<file path="src/rtl/sync_stream_fifo.sv">
// sync_stream_fifo: single-clock N-entry FIFO with valid/ready handshakes on
// both sides. The head word is shown ahead (first-word-fall-through). The FIFO
// also reports its occupancy and an almost-full flag.
//
// Build option: define FIFO_BYPASS_EN to add a zero-latency path while empty.
// In that build, a word offered on an empty FIFO appears on rd_* in the same
// cycle. If the consumer also takes it in that cycle, it is never stored.
// The default build (macro undefined) has no combinational path from wr_* to rd_*.
//
// Handshake semantics (both sides):
//   A write fires on wr_en & wr_ready. A read fires on rd_en & rd_valid.
//   wr_ready depends only on registered state and never on rd_en.
//   rd_valid/rd_data may depend on wr_* only in the bypass build.
//   rd_data reads as zero whenever rd_valid is low, including during reset.

module sync_stream_fifo #(
  parameter int WIDTH     = 42,
  parameter int DEPTH     = 4,
  parameter int AF_THRESH = 3,
  parameter int CW        = $clog2(DEPTH + 1)
) (
  input  logic             clk,
  input  logic             rst_n,
  input  logic             wr_en,
  input  logic [WIDTH-1:0] wr_data,
  output logic             wr_ready,
  input  logic             rd_en,
  output logic [WIDTH-1:0] rd_data,
  output logic             rd_valid,
  output logic [CW-1:0]    count,
  output logic             almost_full
);

  // Pointer width; DEPTH need not be a power of two, so pointers wrap explicitly.
  localparam int PW = (DEPTH > 1) ? $clog2(DEPTH) : 1;

  localparam logic [CW-1:0] DEPTH_C = CW'(DEPTH);
  localparam logic [CW-1:0] AF_C    = CW'(AF_THRESH);
  localparam logic [PW-1:0] PTR_LAST = PW'(DEPTH - 1);

  // Storage is deliberately not reset; rd_data is masked until valid.
  logic [WIDTH-1:0] r_mem [DEPTH];

  logic [PW-1:0] r_wr_ptr;
  logic [PW-1:0] r_rd_ptr;
  logic [CW-1:0] r_count;

  logic             w_full;
  logic             w_empty;
  logic             w_pass;      // word goes straight through (bypass only)
  logic             w_push;      // word is written into storage
  logic             w_pop;       // head word leaves storage
  logic             w_rd_valid;
  logic [WIDTH-1:0] w_head;

  assign w_full  = (r_count == DEPTH_C);
  assign w_empty = (r_count == '0);

  // Head selection, pass-through detection and push/pop decode.
  always_comb begin
    w_rd_valid = !w_empty;
    w_head     = r_mem[r_rd_ptr];
    w_pass     = 1'b0;
`ifdef FIFO_BYPASS_EN
    // Gated with rst_n so the outputs hold their reset values while reset is asserted.
    if (w_empty && wr_en && rst_n) begin
      w_rd_valid = 1'b1;
      w_head     = wr_data;
      w_pass     = rd_en;
    end
`endif
    // A full FIFO ignores writes. An empty FIFO never pops storage.
    w_push = wr_en && !w_full && !w_pass;
    w_pop  = rd_en && !w_empty;
  end

  // Write pointer advances with an explicit wrap at DEPTH-1.
  always_ff @(posedge clk or negedge rst_n) begin
    if (!rst_n) begin
      r_wr_ptr <= '0;
    end else if (w_push) begin
      r_wr_ptr <= (r_wr_ptr == PTR_LAST) ? '0 : r_wr_ptr + PW'(1);
    end
  end

  // Read pointer advances with the same wrap rule.
  always_ff @(posedge clk or negedge rst_n) begin
    if (!rst_n) begin
      r_rd_ptr <= '0;
    end else if (w_pop) begin
      r_rd_ptr <= (r_rd_ptr == PTR_LAST) ? '0 : r_rd_ptr + PW'(1);
    end
  end

  // Occupancy: write-only adds one, read-only removes one, and both together hold.
  always_ff @(posedge clk or negedge rst_n) begin
    if (!rst_n) begin
      r_count <= '0;
    end else begin
      case ({w_push, w_pop})
        2'b10:   r_count <= r_count + CW'(1);
        2'b01:   r_count <= r_count - CW'(1);
        default: r_count <= r_count;
      endcase
    end
  end

  // Storage write port.
  always_ff @(posedge clk) begin
    if (w_push) begin
      r_mem[r_wr_ptr] <= wr_data;
    end
  end

  assign wr_ready    = !w_full;
  assign rd_valid    = w_rd_valid;
  assign rd_data     = w_rd_valid ? w_head : '0;
  assign count       = r_count;
  assign almost_full = (r_count >= AF_C);

endmodule
</file>
<file path="config.mk">
export PLATFORM = sky130hd
export DESIGN_NAME = sync_stream_fifo
export DESIGN_NICKNAME = d
export VERILOG_FILES = /design/src/rtl/sync_stream_fifo.sv
export SDC_FILE = /design/constraint.sdc
export NUM_CORES = 1
export LEC_CHECK = 0
export ABC_CLOCK_PERIOD_IN_PS = 2100
export BUFFER_PORTS_ARGS = -buffer_cell sky130_fd_sc_hd__buf_2
export CAP_MARGIN = 20
export CORE_UTILIZATION = 51
export CTS_CLUSTER_DIAMETER = 120
export CTS_CLUSTER_SIZE = 16
export DETAILED_ROUTE_END_ITERATION = 10
export GPL_TIMING_DRIVEN = 0
export PLACE_DENSITY = 0.8
export SLEW_MARGIN = 20
export SYNTH_ARGS = -nofsm -noshare
export SYNTH_HDL_FRONTEND = slang
export SYNTH_SLANG_ARGS = --single-unit
</file>
<file path="constraint.sdc">
create_clock -name clk -period 2.1 [get_ports clk]
set_clock_uncertainty 0.05 [all_clocks]
set_input_delay 0.21 -clock clk [delete_from_list [all_inputs] [get_ports clk]]
set_output_delay 0.21 -clock clk [all_outputs]
set_load 0.01 [all_outputs]
</file>
======== Word-level counts from Yosys, hierarchy flattened ========
Memory sizes are Yosys's and may differ from the RTL's.
Index checks and enable logic that the tools add are counted.
W data, S select, Z words.
word-level totals
  flip-flop bits (word level) ............. 7
  bits in writable memories ............... 168
  input port bits ......................... 46
  output and inout port bits .............. 48
  memories ................................ 1
cells by class
  $add $sub $neg .......................... 4
  magnitude comparators ................... 1
  equal/unequal tests ..................... 5
  muxes and demuxes ....................... 6
  reduce and logical (&&, ||, !) cells .... 6
memories
  name   depth  width  rd ports  clocked after Yosys merged registers in  wr ports  RTL line  RTL
  r_mem  4      42     1         0                                        1         42        logic [WIDTH-1:0] r_mem [DEPTH];
operator list
  kind                   count
  $mux W42               1
  $eq A2 B2 Y1 const B   3
  $pmux W3 S2            1
  $add A2 B1 Y2 const B  2
  $mux W2                2
  $add A3 B1 Y3 const B  1
  $eq A3 B3 Y1 const B   1
  $ge A3 B2 Y1 const B   1
  $logic_not A3 Y1       1
  $sub A3 B1 Y3 const B  1
  $eq A2 B1 Y1 const B   1
  $logic_and A1 B1 Y1    2
  $logic_not A1 Y1       2
  $mux W1                2
  $reduce_bool A2 Y1     1

======== Logic depth before layout (Yosys ltp) ========
Gate-level depths: netlist of run 1.
  depth in word-level cells ............... 5
  mapped depth ............................ 9

======== Least setup slack after synthesis of run 1 ========
No wires, ideal clock.
  path type ............................... register -> register
  start point ............................. register r_count[2] (netlist: count[2])
  end point ............................... memory r_mem[0][0] (enable)
  arrival time ............................ 1.808 ns
  required time ........................... 1.646 ns
  slack ................................... -0.162 ns
  cell stages (with the launch flop) ...... 3
  buffers on the path ..................... 0
  clock period less this slack ............ 2.262 ns
  cells stage by stage .................... dfrtp_1 or3b_1 and3_1
on the way
  longest elaborated chain between the ends .. 5
RTL lines
  item                           RTL line  RTL
  start, declared                46        logic [CW-1:0] r_count;
  start signal, assigned         101       2'b10: r_count <= r_count + CW'(1);
  start signal, assigned         102       2'b01: r_count <= r_count - CW'(1);
  start signal, assigned         103       default: r_count <= r_count;
  $eq A3 B3 Y1                   56        assign w_full = (r_count == DEPTH_C);
  $logic_not A1 Y1               n/a
  named net wr_ready             26        output logic wr_ready,
  $logic_and A1 B1 Y1            73        w_push = wr_en && !w_full && !w_pass;
  $mux W1                        110       if (w_push) begin
  $mux W1 (not written as such)  111       r_mem[r_wr_ptr] <= wr_data;
  end, declared                  42
The timed path passes the listed nets, and every way through them passes these cells.

======== Worst setup path after layout of run 1 ========
  start point ............................. register r_rd_ptr[0]
  end point ............................... output rd_data[19]
on the way
  longest elaborated chain between the ends .. 2
RTL lines
  item                    RTL line  RTL
  start, declared         45        logic [PW-1:0] r_rd_ptr;
  start signal, assigned  91        r_rd_ptr <= (r_rd_ptr == PTR_LAST) ? '0 : r_rd_ptr + PW'(1);
  $mem_v2 Z4 W42          n/a
  $mux W42                117       assign rd_data = w_rd_valid ? w_head : '0;
  end, declared           28        output logic [WIDTH-1:0] rd_data,
Every way passes these cells.

==> results.py, run 1 <==
metrics = {
    "status": {
        "status": "finished with violations",
        "violations": "negative setup slack",
    },
    "detailed_routing": {
        "drt_first_pass_iters": 4,
        "drc_errors": 0,
        "post_drt_wl_per_cell_um": 19.3,
        "vias": 3438,
        "drt_iter0_drc": 196,
        "vias_per_cell": 5.19,
        "ant_nets": 0,
        "wirelength_um": 12800,
    },
    "synthesis": {
        "ys_warn_count": 0,
        "synth_compound_area_share_pct": 0.129,
        "ys_types": 21,
        "synth_seq_area_share_pct": 76.8,
        "synthSimpleGateAreaFrac_pct": 4.88,
        "syn_area_mm2": 0.00679,
        "synth_area_per_cell_um2": 22.1,
        "synth-xor-area-share_pct": 0.387,
        "ys_ff_latch": 175,
        "synth_top_family_by_area": "multiplexers",
        "synthMuxAreaShare_pct": 14.8,
        "synthAdderAreaFrac_pct": 1.40,
        "syn_inst": 307,
        "syn_nets": 360,
    },
    "floorplanning": {
        "num_io_pins": 94,
        "dieHeight_um": 117,
        "die_w_um": 117,
        "fp-row-count": 41,
        "core_mm2": 0.0128,
        "initial_core_util_pct": 53.0,
        "die_area_mm2": 0.0138,
    },
    "pwr": {
        "leakagePower_uw": 0.00333,
        "power_uw": 13800,
        "power_density_mw_per_mm2": 1510,
        "vdd_drop_max_v": 0.000991,
    },
    "setup_path": {
        "cp_top_family": "multiplexers",
        "critPathBufInv": 3,
        "cp.required_ps": 1840,
        "slowest_stage": "mux4_2",
        "arrival_ps": 1950,
        "startpoint_type": "flip-flop",
        "slowest_delay_ps": 490,
        "crit_fanout": 7,
        "cp-end-kind": "output port",
        "critPathKind": "flip-flop to output port",
        "crit_chain": "buf_12, clkbuf_16, mux4_2, and2_1, buf_2",
    },
    "clock_network": {
        "cts_max_level": 4,
        "cts_root_buf": "clkbuf_16",
        "cts_buffers": 17,
        "cts_tree": "done",
        "clkTransAtPathRegs_ps": 60,
        "cts.sinks": 175,
        "max-clock-path-buffers": 2,
        "clk_latency_ps": 420,
    },
    "grt": {
        "grt_use_total_pct": 19.1,
        "antenna_found_initial": 0,
        "overflow": 0,
        "grt_pass1_wl_um": 19300,
        "grt_max_degree": 43,
        "grt_pass1_vias": 3780,
    },
    "layout": {
        "stdcell_count": 663,
        "fin_nets": 532,
        "synthToLayoutAreaGrowth_pct": 34.6,
        "seqCellArea_mm2": 0.00522,
        "nFillCells": 790,
        "drive_gt1_share_pct": 49.3,
        "multi_input_comb_area_mm2": 0.00160,
        "n_antenna_cell": 0,
    },
    "sta": {
        "finalCriticalPeriod_ps": 2210,
        "relSlewSlack_pct": 55.3,
        "setup_slack_ps": -106,
        "rsz0062_at_grt": "true",
        "finalSetupTns_ps": -2660,
        "finalSetupViolations": 43,
        "tightest_slew_ps": 671,
        "final_hold_viol_count": 0,
        "max_freq_mhz": 453,
        "timing.final.crit_share_pct": 105,
        "slew_violations": 0,
    },
    "place": {
        "port_buffers": 93,
        "dp_hpwl_um": 6760,
        "placed_cells": 572,
        "place_congestion": 0.697,
    },
    "hold_path": {
        "hp-class": "input pin to asynchronous set/reset pin",
    },
    "job": {
        "maxCapViolations": 0,
    },
}
==> area by class of cell <==
cell class                 instances  share of cell area [%]
buffer                            15                    2.04
clock buffer                      22                    4.86
clock inverter                     9                    1.29
inverter                           6                   0.274
multi-input combinational        111                    17.5
sequential                       175                    57.1
tap                              172                    2.35
timing repair buffer             153                    14.6
==> what timing repair did <==
item / in CTS / in global routing
setup buffers: 9 / 3
gates resized for setup: 64 / 46
gates cloned: 0 / 5
hold buffers: 43 / 0
endpoints found under the hold margin: 175 / 0
endpoints found under the setup margin: 41 / 44
pin swaps: 4 / 45
==> cells by family (layout without fill, tap and decap cells) <==
kind of cell               count (synthesis)  count (layout)
DFF                                      175             175
and+or+nand+nor                           53              53
muxes                                     47              47
buffers and inverters                     21             205
adders and majority gates                  7               7
xor gates and xnor gates                   3               3
AOI/OAI and AO/OA                          1               1
==> cell usage after synthesis <==
| cell | instances | share of area [%] |
|---|---|---|
| ha_1 | 6 | 1.1 |
| buf_4 | 5 | 0.55 |
| nor2_1 | 3 | 0.17 |
| and2_4 | 2 | 0.26 |
| and3_1 | 4 | 0.37 |
| xor2_1 | 2 | 0.26 |
| dfrtp_1 | 7 | 2.6 |
| clkbuf_1 | 6 | 0.33 |
| and2_1 | 42 | 3.9 |
| or3b_1 | 1 | 0.13 |
| a21o_2 | 1 | 0.13 |
| edfxtp_1 | 168 | 74 |
| mux2_4 | 2 | 0.44 |
| inv_1 | 6 | 0.33 |
| mux4_2 | 42 | 14 |
| xnor2_1 | 1 | 0.13 |
| buf_2 | 4 | 0.29 |
| mux2_2 | 2 | 0.33 |
| mux2i_1 | 1 | 0.15 |
| or3_1 | 1 | 0.092 |
| fa_1 | 1 | 0.29 |
==> routing by layer <==
metal / wire, µm / track usage [%] / vias up
li1: - / - / 1576
met1: 5440 / 22.6 / 1758
met2: 6650 / 33.1 / 87
met3: 530 / 5.16 / 17
met4: 167 / 7.47 / 0
met5: 0 / 0 / -
==> path summary, 6_finish.rpt <==
check,from,endpoint,slack (ps),cells past startpoint
worst min register to register,r_wr_ptr[1],r_wr_ptr[1],530,1
worst max register to register,count[1],count[2],-10,9
worst max-delay path,r_rd_ptr[0],rd_data[19],-110,5
min in group clk,rd_en,r_rd_ptr[1],170,3
worst min-delay path,rst_n,r_rd_ptr[1],120,2
max in group asynchronous,rst_n,count[0],1710,2
==> per-stage QoR <==
| stage | instance area [µm²] | hold slack, ps | setup slack [ps] | utilization [%] |
|---|---|---|---|---|
| 3_5_place_dp | 7510 | -0.718 | -37.1 | 58.6 |
| 4_1_cts | 8810 | 105 | -111 | 68.7 |
| 2_1_floorplan | 6820 | -136 | 1.53 | - |
| 3_3_place_gp | 7500 | -4.11 | -25.8 | 58.5 |
| 6_report | 9140 | 121 | -106 | 71.3 |
| 5_1_grt | 9140 | 138 | -155 | 71.3 |
==> registers in the layout, summed over array words and instances, names as in the netlist <==
signal	count
r_wr_ptr	2
r_mem	168
count	3
r_rd_ptr	2
==> placed cells by master (no fill, tap or decap), types with 2 or more instances in the layout <==
master	synthesis	layout
buf_6	0	37
nor2_1	3	3
bufinv_16	0	3
xor2_1	2	2
inv_1	6	4
dfrtp_1	7	5
clkinv_1	0	4
dlygate4sd3_1	0	43
and3_4	0	4
ha_1	6	5
buf_12	0	5
dfrtp_2	0	2
clkbuf_16	0	22
mux4_2	42	42
buf_2	4	60
clkbuf_1	6	5
and2_1	42	8
and2_4	2	36
edfxtp_1	168	168
clkbuf_4	0	4
mux2_4	2	2
mux2_2	2	2
buf_4	5	12
==> where the power goes <==
part	internal (µW)	switching, µW
clock network	1850	1190
logic	3510	2390
registers	4630	198
No activity file was read; power rests on OpenSTA's default activity.
==> inputs of run 2 (changes only) <==
- REMOVE_ABC_BUFFERS: unset -> 1
==> results.py, run 2 (synthesis gave the netlist of run 1 again) <==
metrics = {
    "floorplanning": {
        "die_area_mm2": 0.0138,
        "initial_core_util_pct": 53.0,
        "num_io_pins": 94,
        "core_mm2": 0.0128,
        "dieHeight_um": 117,
        "fp-row-count": 41,
        "die_w_um": 117,
    },
    "setup_path": {
        "r2r-start": "count[2]",
        "slowest_stage": "dfrtp_4",
        "cp-end-kind": "output port",
        "critPathKind": "flip-flop to output port",
        "worst-r2r-cell-count": 7,
        "startpoint_type": "flip-flop",
        "crit_chain": "buf_12, buf_16, mux4_2, and2_4, buf_6",
        "crit_fanout": 5,
        "critPathBufInv": 3,
        "r2r_end": "count[1]",
        "rrSetupSlack_ps": -50,
        "cp_top_family": "flip-flops",
        "startpoint": "r_rd_ptr[0]",
        "slowest_delay_ps": 490,
        "cp_num_cells": 5,
        "arrival_ps": 1950,
        "setup.worst_path.end": "rd_data[34]",
        "cp.required_ps": 1840,
    },
    "place": {
        "dp_hpwl_um": 6840,
        "place_area_mm2": 0.00750,
        "preCtsSetupSlack_ps": -381,
        "port_buffers": 93,
        "place_congestion": 0.707,
    },
    "clock_network": {
        "clk_latency_ps": 430,
        "cts.sinks": 175,
        "cts_max_level": 4,
        "max-clock-path-buffers": 2,
        "cts_root_buf": "clkbuf_16",
        "cts_tree": "done",
        "cts_buffers": 17,
        "clkTransAtPathRegs_ps": 60,
    },
    "grt": {
        "grt_pass1_wl_um": 21000,
        "grt_max_degree": 43,
        "antenna_found_initial": 0,
        "grt_use_total_pct": 21.1,
        "overflow": 0,
        "grt_pass1_vias": 3890,
    },
    "layout": {
        "largest_reg_flops": 168,
        "nFillCells": 797,
        "mostFrequentLayoutCells": "edfxtp_1, buf_2, dlygate4sd3_1",
        "stdcell_area_mm2": 0.00897,
        "multi_input_comb_area_mm2": 0.00156,
        "n_antenna_cell": 0,
        "fin_util_pct": 69.9,
        "regMostFlops": "r_mem",
        "seqCellArea_mm2": 0.00523,
        "layout_commonest_cell": "edfxtp_1",
        "fin_nets": 525,
        "drive_gt1_share_pct": 46.7,
        "synthToLayoutAreaGrowth_pct": 32.1,
    },
    "sta": {
        "rsz0062_at_grt": "true",
        "finalCriticalPeriod_ps": 2210,
        "slew_violations": 0,
        "finalSetupViolations": 44,
        "max_freq_mhz": 452,
        "setup_slack_ps": -112,
        "hold_ws_ps": 94.7,
        "relSlewSlack_pct": 54.9,
        "timing.final.crit_share_pct": 105,
        "final_hold_viol_count": 0,
        "tightest_slew_ps": 676,
    },
    "pwr": {
        "power_uw": 13400,
        "leakagePower_uw": 0.00324,
        "power_density_mw_per_mm2": 1500,
        "vdd_drop_max_v": 0.00121,
    },
    "detailed_routing": {
        "vias_per_cell": 5.41,
        "drt_first_pass_iters": 4,
        "vias": 3552,
        "post_drt_wl_per_cell_um": 20.5,
        "wirelength_um": 13400,
        "drc_errors": 0,
        "ant_nets": 0,
        "drt_iter0_drc": 212,
    },
    "status": {
        "violations": "negative setup slack",
        "status": "finished with violations",
    },
    "job": {
        "maxCapViolations": 0,
    },
    "hold_path": {
        "hp-class": "input pin to asynchronous set/reset pin",
    },
}
==> run 2: changes by cell type in the layout (fill, tap and decap cells not counted), sizes merged <==
cell,delta
clkbuf,-15
clkinv,+3
buf,+2
bufinv,+2
or3,+1
==> run 2: through the flow <==
| step | std cells | setup TNS [ps] |
|---|---|---|
| after floorplan | 292 | -61750 |
| after global placement | 557 | -221730 |
| after detailed placement | 561 | -2000 |
| after CTS | 652 | -4150 |
| after global routing | 656 | -6000 |
| final | 656 | -3340 |
==> run 2: worst min-delay path by stage <==
stage                     startpoint          end  slack (ps)  cells after the start
after floorplan                rst_n     count[0]        -140                      0
after global placement         rst_n  r_wr_ptr[1]          -2                      1
after detailed placement       rst_n  r_wr_ptr[0]           8                      1
after CTS                      rst_n  r_wr_ptr[0]          70                      2
after global routing           rst_n  r_rd_ptr[1]         100                      2
final                          rst_n  r_wr_ptr[0]          90                      2
==> run 2: routing by layer <==
layer  track usage, %  share of wire [%]  vias to the layer above  routed length (µm)
met3             5.30                4.3                       22                 574
li1                 -                  -                     1565                   -
met1             26.6                 42                     1846                5650
met2             34.5                 52                      119                6970
met5                0                  0                        -                   0
met4             9.90                1.9                        0                 259
==> run 2: power breakdown <==
group / total, µW / leakage [µW] / switching (µW) / internal, µW
combinational: 5200 / 0.00132 / 2310 / 2890
clock: 3320 / 0.000305 / 1240 / 2080
sequential: 4920 / 0.00162 / 270 / 4650
==> run 2: repair_timing <==
| action | in CTS | in global routing |
|---|---|---|
| hold endpoints to repair | 175 | 0 |
| buffers inserted | 14 | 4 |
| gates resized for setup | 33 | 17 |
| gates cloned | 3 | 0 |
| endpoints found under the setup margin | 46 | 44 |
| pin swaps | 18 | 7 |
| hold buffers | 43 | 0 |
==> run 2: final cells by class <==
cell class / instances / share of cell area (%)
flip-flops and latches: 175 / 58.3
well taps: 172 / 2.40
multi-input cells: 112 / 17.4
inverters: 6 / 0.251
clock buffers: 17 / 4.74
clock inverters: 14 / 2.20
repair buffers: 160 / 14.7
==> run 2: worst reg2reg max path: stages (launching register included) <==
cell and delay (ps):
dfrtp_2 410, buf_4 140, or3_4 440, and2_4 210, ha_4 160, inv_2 60
fa_2 430, mux2i_1 160
